**src/rtl/sram_bus_pkg.sv**
```systemverilog
// Shared types for the SRAM-like bus arbiter.
//   owner_e : which requester owns a transaction (INST=0, DATA=1)
//   size_e  : transfer size encodings (BYTE/HALF/WORD)
//   req_t   : packed request fields {wr, size, wstrb, addr, wdata}, 71 bits
package sram_bus_pkg;

    typedef enum logic {
        INST = 1'b0,
        DATA = 1'b1
    } owner_e;

    typedef enum logic [1:0] {
        BYTE = 2'd0,
        HALF = 2'd1,
        WORD = 2'd2
    } size_e;

    typedef struct packed {
        logic        wr;
        logic [1:0]  size;
        logic [3:0]  wstrb;
        logic [31:0] addr;
        logic [31:0] wdata;
    } req_t;

endpackage

```
**src/rtl/sram_bus_arbiter_if.sv**
```systemverilog
// One SRAM-like port with split address/data handshakes.
//   master: drives req/wr/size/wstrb/addr/wdata, receives addr_ok/data_ok/rdata
//   slave : the opposite direction
interface sram_bus_arbiter_if;
    logic        req;
    logic        wr;
    logic [1:0]  size;
    logic [3:0]  wstrb;
    logic [31:0] addr;
    logic [31:0] wdata;
    logic        addr_ok;
    logic        data_ok;
    logic [31:0] rdata;

    modport master (
        output req, wr, size, wstrb, addr, wdata,
        input  addr_ok, data_ok, rdata
    );

    modport slave (
        input  req, wr, size, wstrb, addr, wdata,
        output addr_ok, data_ok, rdata
    );
endinterface

```
**src/rtl/owner_fifo.sv**
```systemverilog
// In-order FIFO of 1-bit owner IDs for outstanding bus transactions.
//   clk, reset      : clock, synchronous active-high reset
//   push_i, owner_i : enqueue owner_i (ignored when full)
//   pop_i           : dequeue head (ignored when empty)
//   full_o, empty_o : occupancy flags
//   head_o          : owner at the head of the queue
module owner_fifo
    import sram_bus_pkg::*;
#(
    parameter int unsigned Depth = 2
) (
    input  logic   clk,
    input  logic   reset,
    input  logic   push_i,
    input  owner_e owner_i,
    input  logic   pop_i,
    output logic   full_o,
    output logic   empty_o,
    output owner_e head_o
);

    localparam int unsigned PtrW = (Depth > 1) ? $clog2(Depth) : 1;
    localparam int unsigned CntW = $clog2(Depth) + 1;

    logic [Depth-1:0] mem_q;
    logic [PtrW-1:0]  wr_ptr_q, wr_ptr_d;
    logic [PtrW-1:0]  rd_ptr_q, rd_ptr_d;
    logic [CntW-1:0]  cnt_q, cnt_d;
    logic             do_push, do_pop;

    function automatic logic [PtrW-1:0] ptr_inc(input logic [PtrW-1:0] p);
        if (p == PtrW'(Depth - 1)) begin
            return '0;
        end
        return p + PtrW'(1);
    endfunction

    assign full_o  = (cnt_q == CntW'(Depth));
    assign empty_o = (cnt_q == '0);
    assign do_push = push_i & ~full_o;
    assign do_pop  = pop_i & ~empty_o;
    assign head_o  = owner_e'(mem_q[rd_ptr_q]);

    always_comb begin
        wr_ptr_d = do_push ? ptr_inc(wr_ptr_q) : wr_ptr_q;
        rd_ptr_d = do_pop ? ptr_inc(rd_ptr_q) : rd_ptr_q;
        cnt_d    = cnt_q;
        if (do_push && !do_pop) begin
            cnt_d = cnt_q + CntW'(1);
        end else if (!do_push && do_pop) begin
            cnt_d = cnt_q - CntW'(1);
        end
    end

    always_ff @(posedge clk) begin
        if (reset) begin
            wr_ptr_q <= '0;
            rd_ptr_q <= '0;
            cnt_q    <= '0;
        end else begin
            wr_ptr_q <= wr_ptr_d;
            rd_ptr_q <= rd_ptr_d;
            cnt_q    <= cnt_d;
        end
    end

    // Payload storage needs no reset: entries are only read when counted valid.
    always_ff @(posedge clk) begin
        if (do_push) begin
            mem_q[wr_ptr_q] <= owner_i;
        end
    end

endmodule

```
**src/rtl/sram_bus_arbiter.sv**
```systemverilog
// Arbitrates the instruction-fetch and data-memory requesters onto one shared
// SRAM-like bus and routes in-order responses back to the owning requester.
//   clk, reset  : clock, synchronous active-high reset
//   inst_if     : instruction-side requester (slave modport)
//   data_if     : data-side requester (slave modport)
//   bus_if      : shared bus toward bridge/memory (master modport)
//   proto_err_o : sticky, bus_data_ok seen with nothing outstanding
module sram_bus_arbiter
    import sram_bus_pkg::*;
#(
    parameter int unsigned OUTSTANDING = 2
) (
    input  logic                      clk,
    input  logic                      reset,
    sram_bus_arbiter_if.slave         inst_if,
    sram_bus_arbiter_if.slave         data_if,
    sram_bus_arbiter_if.master        bus_if,
    output logic                      proto_err_o
);

    owner_e grant;
    owner_e lock_owner_q, lock_owner_d;
    owner_e head;
    logic   lock_q, lock_d;
    logic   proto_err_q, proto_err_d;
    logic   gnt_req, full, empty, handshake, resp_valid;
    req_t   inst_fields, data_fields, bus_fields;

    assign inst_fields = '{wr: inst_if.wr, size: inst_if.size, wstrb: inst_if.wstrb,
                           addr: inst_if.addr, wdata: inst_if.wdata};
    assign data_fields = '{wr: data_if.wr, size: data_if.size, wstrb: data_if.wstrb,
                           addr: data_if.addr, wdata: data_if.wdata};

    // A locked grant stays with its owner until its address handshake lands.
    always_comb begin
        if (lock_q) begin
            grant = lock_owner_q;
        end else if (data_if.req) begin
            grant = DATA;
        end else begin
            grant = INST;
        end
    end

    assign gnt_req    = (grant == DATA) ? data_if.req : inst_if.req;
    assign bus_fields = (grant == DATA) ? data_fields : inst_fields;

    assign bus_if.req   = gnt_req & ~full & ~reset;
    assign bus_if.wr    = bus_fields.wr;
    assign bus_if.size  = bus_fields.size;
    assign bus_if.wstrb = bus_fields.wstrb;
    assign bus_if.addr  = bus_fields.addr;
    assign bus_if.wdata = bus_fields.wdata;

    assign handshake       = bus_if.req & bus_if.addr_ok;
    assign inst_if.addr_ok = handshake & (grant == INST);
    assign data_if.addr_ok = handshake & (grant == DATA);

    assign resp_valid      = bus_if.data_ok & ~empty & ~reset;
    assign inst_if.data_ok = resp_valid & (head == INST);
    assign data_if.data_ok = resp_valid & (head == DATA);
    assign inst_if.rdata   = bus_if.rdata;
    assign data_if.rdata   = bus_if.rdata;

    always_comb begin
        lock_d       = lock_q;
        lock_owner_d = lock_owner_q;
        if (handshake) begin
            lock_d = 1'b0;
        end else if (bus_if.req) begin
            lock_d       = 1'b1;
            lock_owner_d = grant;
        end
        proto_err_d = proto_err_q | (bus_if.data_ok & empty);
    end

    always_ff @(posedge clk) begin
        if (reset) begin
            lock_q       <= 1'b0;
            lock_owner_q <= INST;
            proto_err_q  <= 1'b0;
        end else begin
            lock_q       <= lock_d;
            lock_owner_q <= lock_owner_d;
            proto_err_q  <= proto_err_d;
        end
    end

    assign proto_err_o = proto_err_q;

    owner_fifo #(
        .Depth (OUTSTANDING)
    ) u_owner_fifo (
        .clk     (clk),
        .reset   (reset),
        .push_i  (handshake),
        .owner_i (grant),
        .pop_i   (resp_valid),
        .full_o  (full),
        .empty_o (empty),
        .head_o  (head)
    );

endmodule

```
**src/flat_wrapper.sv**
```systemverilog
// flat-port wrapper written by rule: the top's interface ports become plain ports
module sram_bus_arbiter_flat import sram_bus_pkg::*;
#(
    parameter int unsigned OUTSTANDING = 2
)
  (clk, reset, proto_err_o, inst_if_req, inst_if_wr, inst_if_size, inst_if_wstrb, inst_if_addr, inst_if_wdata, inst_if_addr_ok, inst_if_data_ok, inst_if_rdata, data_if_req, data_if_wr, data_if_size, data_if_wstrb, data_if_addr, data_if_wdata, data_if_addr_ok, data_if_data_ok, data_if_rdata, bus_if_req, bus_if_wr, bus_if_size, bus_if_wstrb, bus_if_addr, bus_if_wdata, bus_if_addr_ok, bus_if_data_ok, bus_if_rdata);
  sram_bus_arbiter_if inst_if_i ();
  sram_bus_arbiter_if data_if_i ();
  sram_bus_arbiter_if bus_if_i ();
  input  logic clk;
  input  logic reset;
  output logic proto_err_o;
  input wire logic [$bits(inst_if_i.req)-1:0] inst_if_req;
  input wire logic [$bits(inst_if_i.wr)-1:0] inst_if_wr;
  input wire logic [$bits(inst_if_i.size)-1:0] inst_if_size;
  input wire logic [$bits(inst_if_i.wstrb)-1:0] inst_if_wstrb;
  input wire logic [$bits(inst_if_i.addr)-1:0] inst_if_addr;
  input wire logic [$bits(inst_if_i.wdata)-1:0] inst_if_wdata;
  output wire logic [$bits(inst_if_i.addr_ok)-1:0] inst_if_addr_ok;
  output wire logic [$bits(inst_if_i.data_ok)-1:0] inst_if_data_ok;
  output wire logic [$bits(inst_if_i.rdata)-1:0] inst_if_rdata;
  input wire logic [$bits(data_if_i.req)-1:0] data_if_req;
  input wire logic [$bits(data_if_i.wr)-1:0] data_if_wr;
  input wire logic [$bits(data_if_i.size)-1:0] data_if_size;
  input wire logic [$bits(data_if_i.wstrb)-1:0] data_if_wstrb;
  input wire logic [$bits(data_if_i.addr)-1:0] data_if_addr;
  input wire logic [$bits(data_if_i.wdata)-1:0] data_if_wdata;
  output wire logic [$bits(data_if_i.addr_ok)-1:0] data_if_addr_ok;
  output wire logic [$bits(data_if_i.data_ok)-1:0] data_if_data_ok;
  output wire logic [$bits(data_if_i.rdata)-1:0] data_if_rdata;
  output wire logic [$bits(bus_if_i.req)-1:0] bus_if_req;
  output wire logic [$bits(bus_if_i.wr)-1:0] bus_if_wr;
  output wire logic [$bits(bus_if_i.size)-1:0] bus_if_size;
  output wire logic [$bits(bus_if_i.wstrb)-1:0] bus_if_wstrb;
  output wire logic [$bits(bus_if_i.addr)-1:0] bus_if_addr;
  output wire logic [$bits(bus_if_i.wdata)-1:0] bus_if_wdata;
  input wire logic [$bits(bus_if_i.addr_ok)-1:0] bus_if_addr_ok;
  input wire logic [$bits(bus_if_i.data_ok)-1:0] bus_if_data_ok;
  input wire logic [$bits(bus_if_i.rdata)-1:0] bus_if_rdata;
  assign inst_if_i.req = inst_if_req;
  assign inst_if_i.wr = inst_if_wr;
  assign inst_if_i.size = inst_if_size;
  assign inst_if_i.wstrb = inst_if_wstrb;
  assign inst_if_i.addr = inst_if_addr;
  assign inst_if_i.wdata = inst_if_wdata;
  assign inst_if_addr_ok = inst_if_i.addr_ok;
  assign inst_if_data_ok = inst_if_i.data_ok;
  assign inst_if_rdata = inst_if_i.rdata;
  assign data_if_i.req = data_if_req;
  assign data_if_i.wr = data_if_wr;
  assign data_if_i.size = data_if_size;
  assign data_if_i.wstrb = data_if_wstrb;
  assign data_if_i.addr = data_if_addr;
  assign data_if_i.wdata = data_if_wdata;
  assign data_if_addr_ok = data_if_i.addr_ok;
  assign data_if_data_ok = data_if_i.data_ok;
  assign data_if_rdata = data_if_i.rdata;
  assign bus_if_req = bus_if_i.req;
  assign bus_if_wr = bus_if_i.wr;
  assign bus_if_size = bus_if_i.size;
  assign bus_if_wstrb = bus_if_i.wstrb;
  assign bus_if_addr = bus_if_i.addr;
  assign bus_if_wdata = bus_if_i.wdata;
  assign bus_if_i.addr_ok = bus_if_addr_ok;
  assign bus_if_i.data_ok = bus_if_data_ok;
  assign bus_if_i.rdata = bus_if_rdata;
  sram_bus_arbiter #(.OUTSTANDING(OUTSTANDING)) u_core (.clk(clk), .reset(reset), .inst_if(inst_if_i), .data_if(data_if_i), .bus_if(bus_if_i), .proto_err_o(proto_err_o));
endmodule
```
**config.mk**
```make
export PLATFORM = sky130hd
export DESIGN_NAME = sram_bus_arbiter_flat
export DESIGN_NICKNAME = d
export VERILOG_FILES = /design/src/rtl/sram_bus_pkg.sv /design/src/rtl/sram_bus_arbiter_if.sv /design/src/rtl/owner_fifo.sv /design/src/rtl/sram_bus_arbiter.sv /design/src/flat_wrapper.sv
export SDC_FILE = /design/constraint.sdc
export NUM_CORES = 1
export LEC_CHECK = 0
export CAP_MARGIN = 20
export CORE_AREA = 5 5 122 124
export CTS_CLUSTER_DIAMETER = 120
export CTS_CLUSTER_SIZE = 8
export DETAILED_ROUTE_END_ITERATION = 8
export DIE_AREA = 0 0 127 129
export SYNTH_ARGS = -nofsm -noshare
export SYNTH_HDL_FRONTEND = slang
export SYNTH_SLANG_ARGS = --single-unit
```
**constraint.sdc**
```tcl
create_clock -name clk -period 4.23 [get_ports clk]
set_clock_uncertainty 0.1 [all_clocks]
set_input_delay 0.846 -clock clk [delete_from_list [all_inputs] [get_ports clk]]
set_output_delay 0.846 -clock clk [all_outputs]
set_load 0.01 [all_outputs]
```
==> results.toml <==
[outcome]
status = "complete, no violations"

[sta]
fin_crit_ns = 3.730
slew_viol_final = 0
holdWs_ns = 0.3641
setup_viol = 0
rsz0062_at_grt = "no"
period_share = 0.8817
tightest_slew_ns = 0.2917
fmax_mhz = 268.1
tns_ns = 0
slew_headroom = 0.8055
hold_violations = 0

[clock_network]
cts_tree = "yes"
holdBufCountCts = 0
cts_max_path_buffers = 2
clk_pin_slew_ns = 0.04
clkLatencyLatePin_ns = 0.23
post_cts_buffers = 0
cts.htree.levels = 1
cts_root_buffer = "clkbuf_16"
cts_buffers = 3
clkSinkCount = 9
cts.repair.resized = 0

[global_route]
grt_first_pass_wirelength_mm = 11.81
antenna_found_initial = 0
grtUsageMet2 = 0.1532
grt-ovfl-total = 0
grt_pass1_vias = 2249
met1_usage = 0.1090
busiest_layer = "met2"
grt_util_met3 = 0.02698
grt_start_max_net_pins = 51
grt_usage = 0.09060

[logic_synthesis]
synth_seq_cells = 9
ys_types = 25
netlist_area_um2 = 1807
syn_area_per_cell_um2 = 9.361
synthArstFlopShare = 0
synth_nets = 374
yosysSeqAreaShare = 0.1108
synth_edf_count = 2
synth_cells = 193
ys.flop_type = "dfxtp_1"
synth_warnings = 0

[power]
p_leak_nw = 1.407
power.share.clock = 0.211
finalPower_mw = 0.7910
combinationalPowerShare = 0.648
p_switching_mw = 0.2225
vdd_drop_max_v = 0.0001259
p_int_mw = 0.5685
p_sw_frac = 0.2813
p_per_area_nw_per_um2 = 206.1
seq_power_share = 0.142

[placement]
place_area_um2 = 3757
gp_congestion = 0.7965
hpwl_mm = 7.356
io_buffers = 224

[setup_path]
end_kind = "output pin"
critPathMaxFanout = 50
start_kind = "primary input"
critPathRequiredTime_ns = 3.28
timing.reg2reg.setup_slack_ns = 2.07
cp.arrival_ns = 2.78
r2r_start = "u_core.u_owner_fifo.cnt_q[0]"
worstRegToRegCells = 7
crit_type = "primary input to output pin"
reg2reg_to = "u_core.u_owner_fifo.cnt_q[1]"

[route]
wirelength_mm = 8.376
routedWlPerCell_um = 15.74
vias = 1928
drtPass1Iterations = 2
route.detailed.drc = 0
drt_iter0_markers = 56
ant_nets = 0
viasPerCell = 3.624

[min_path]
min_to = "u_core.proto_err_o"
worstHoldPathType = "flop to flop"
worstHoldStart = "u_core.proto_err_o"
hold_path_depth = 2

[layout]
final_nets = 534
n_antenna_cell = 0
fin_area_um2 = 3837
area.growth.synth_to_final_pct = 112.4
drive_above_1_share = 0.2131
fillers = 1458

[die]
fp.dieH_um = 129
rows = 43
dieArea_um2 = 16380
ios = 321
start_util = 0.1322
die_x_um = 127
core_um2 = 13670

[flow_run]
cap_viol_max_count = 0
[power groups by stage]
stage	Clock (mW)	Combinational [mW]	Sequential [mW]
after floorplan	0	0.269	0.112
after global placement	0	0.512	0.112
after detailed placement	0	0.515	0.114
after CTS	0.170	0.521	0.112
after global routing	0.172	0.546	0.114
final	0.167	0.512	0.112
[sequential cells by signal (all words and copies together) (netlist names)]
name	cells
u_core.lock_owner_q	1
u_core.lock_q	1
u_core.proto_err_o	1
u_core.u_owner_fifo.cnt_q	2
u_core.u_owner_fifo.mem_q	2
u_core.u_owner_fifo.rd_ptr_q	1
u_core.u_owner_fifo.wr_ptr_q	1
[cell usage after synthesis, types with 2 or more instances]
master	count	area (um^2)
nand2_1	2	7.510
nand2b_1	2	12.51
mux2_1	6	67.56
edfxtp_1	2	60.06
nor2_1	10	37.54
mux2i_1	3	30.03
buf_6	4	45.04
xor2_1	3	26.28
mux2_2	65	732.0
a21oi_1	3	15.01
nand4_1	2	12.51
o21ai_0	2	10.01
inv_1	4	15.01
dfxtp_1	7	140.1
and2_1	2	12.51
buf_4	67	503.0
[logic make-up (layout without fill, tap and decap cells)]
family / count (synthesis) / after routing / share of synthesized area
flops: 9 / 9 / 0.1108
mux: 75 / 75 / 0.4716
compound gates: 5 / 5 / 0.01385
buf+inv: 76 / 235 / 0.3137
simple gates: 24 / 24 / 0.06856
fa+ha+maj: 1 / 1 / 0.006924
xor+xnor: 3 / 3 / 0.01455
[placed cells by master (no fill, tap or decap), types with 2 or more instances in the layout]
cell type	instances
clkdlybuf4s50_1	224
mux2_2	65
nor2_1	10
dfxtp_1	7
mux2_1	6
inv_1	4
mux2i_1	3
xor2_1	3
a21oi_1	3
clkbuf_16	3
nand2_1	2
nand2b_1	2
and2_1	2
o21ai_0	2
nand4_1	2
buf_4	2
edfxtp_1	2
[cell type report]
cell class                      instances  area, um^2  area share
Clock buffer                            3       75.07     0.01956
Clock inverter                          1       5.005    0.001304
Tap cell                              180       225.2     0.05869
Sequential cell                         9       200.2     0.05217
Multi-Input combinational cell        108        1040      0.2709
Inverter                                4       15.01    0.003913
Timing Repair Buffer                  227        2277      0.5934
[routing by layer]
metal | part of all wire | vias to the layer above
met3 | 0.094 | 33
li1 | - | 911
met1 | 0.39 | 857
met4 | 0.030 | 0
met2 | 0.49 | 127
met5 | 0 | -
[worst max-delay path, cell delays in order]
cell and delay (ns):
clkdlybuf4s50_1 0.50, mux2i_4 0.21, buf_12 0.27, mux2_2 0.42, clkdlybuf4s50_1 0.49
[worst max-delay path by stage]
stage	from	end	slack (ns)	cells past startpoint
final	data_if_req	bus_if_wdata[9]	0.50	5
after global routing	data_if_req	bus_if_wdata[9]	0.43	5
after CTS	data_if_req	bus_if_wdata[9]	0.47	5
after detailed placement	data_if_req	bus_if_wdata[8]	0.50	5
after global placement	data_if_req	bus_if_wdata[9]	0.50	5
after floorplan	data_if_req	bus_if_addr[19]	1.54	3
[metrics by stage]
stage,setup slack (ns),cells,util
6_report,0.5004,532,0.2808
2_1_floorplan,1.541,193,-
5_1_grt,0.4310,532,0.2808
4_1_cts,0.4742,532,0.2808
3_5_place_dp,0.5002,528,0.2750
3_3_place_gp,0.5029,528,0.2750
Power figures use the tool's default switching activity.
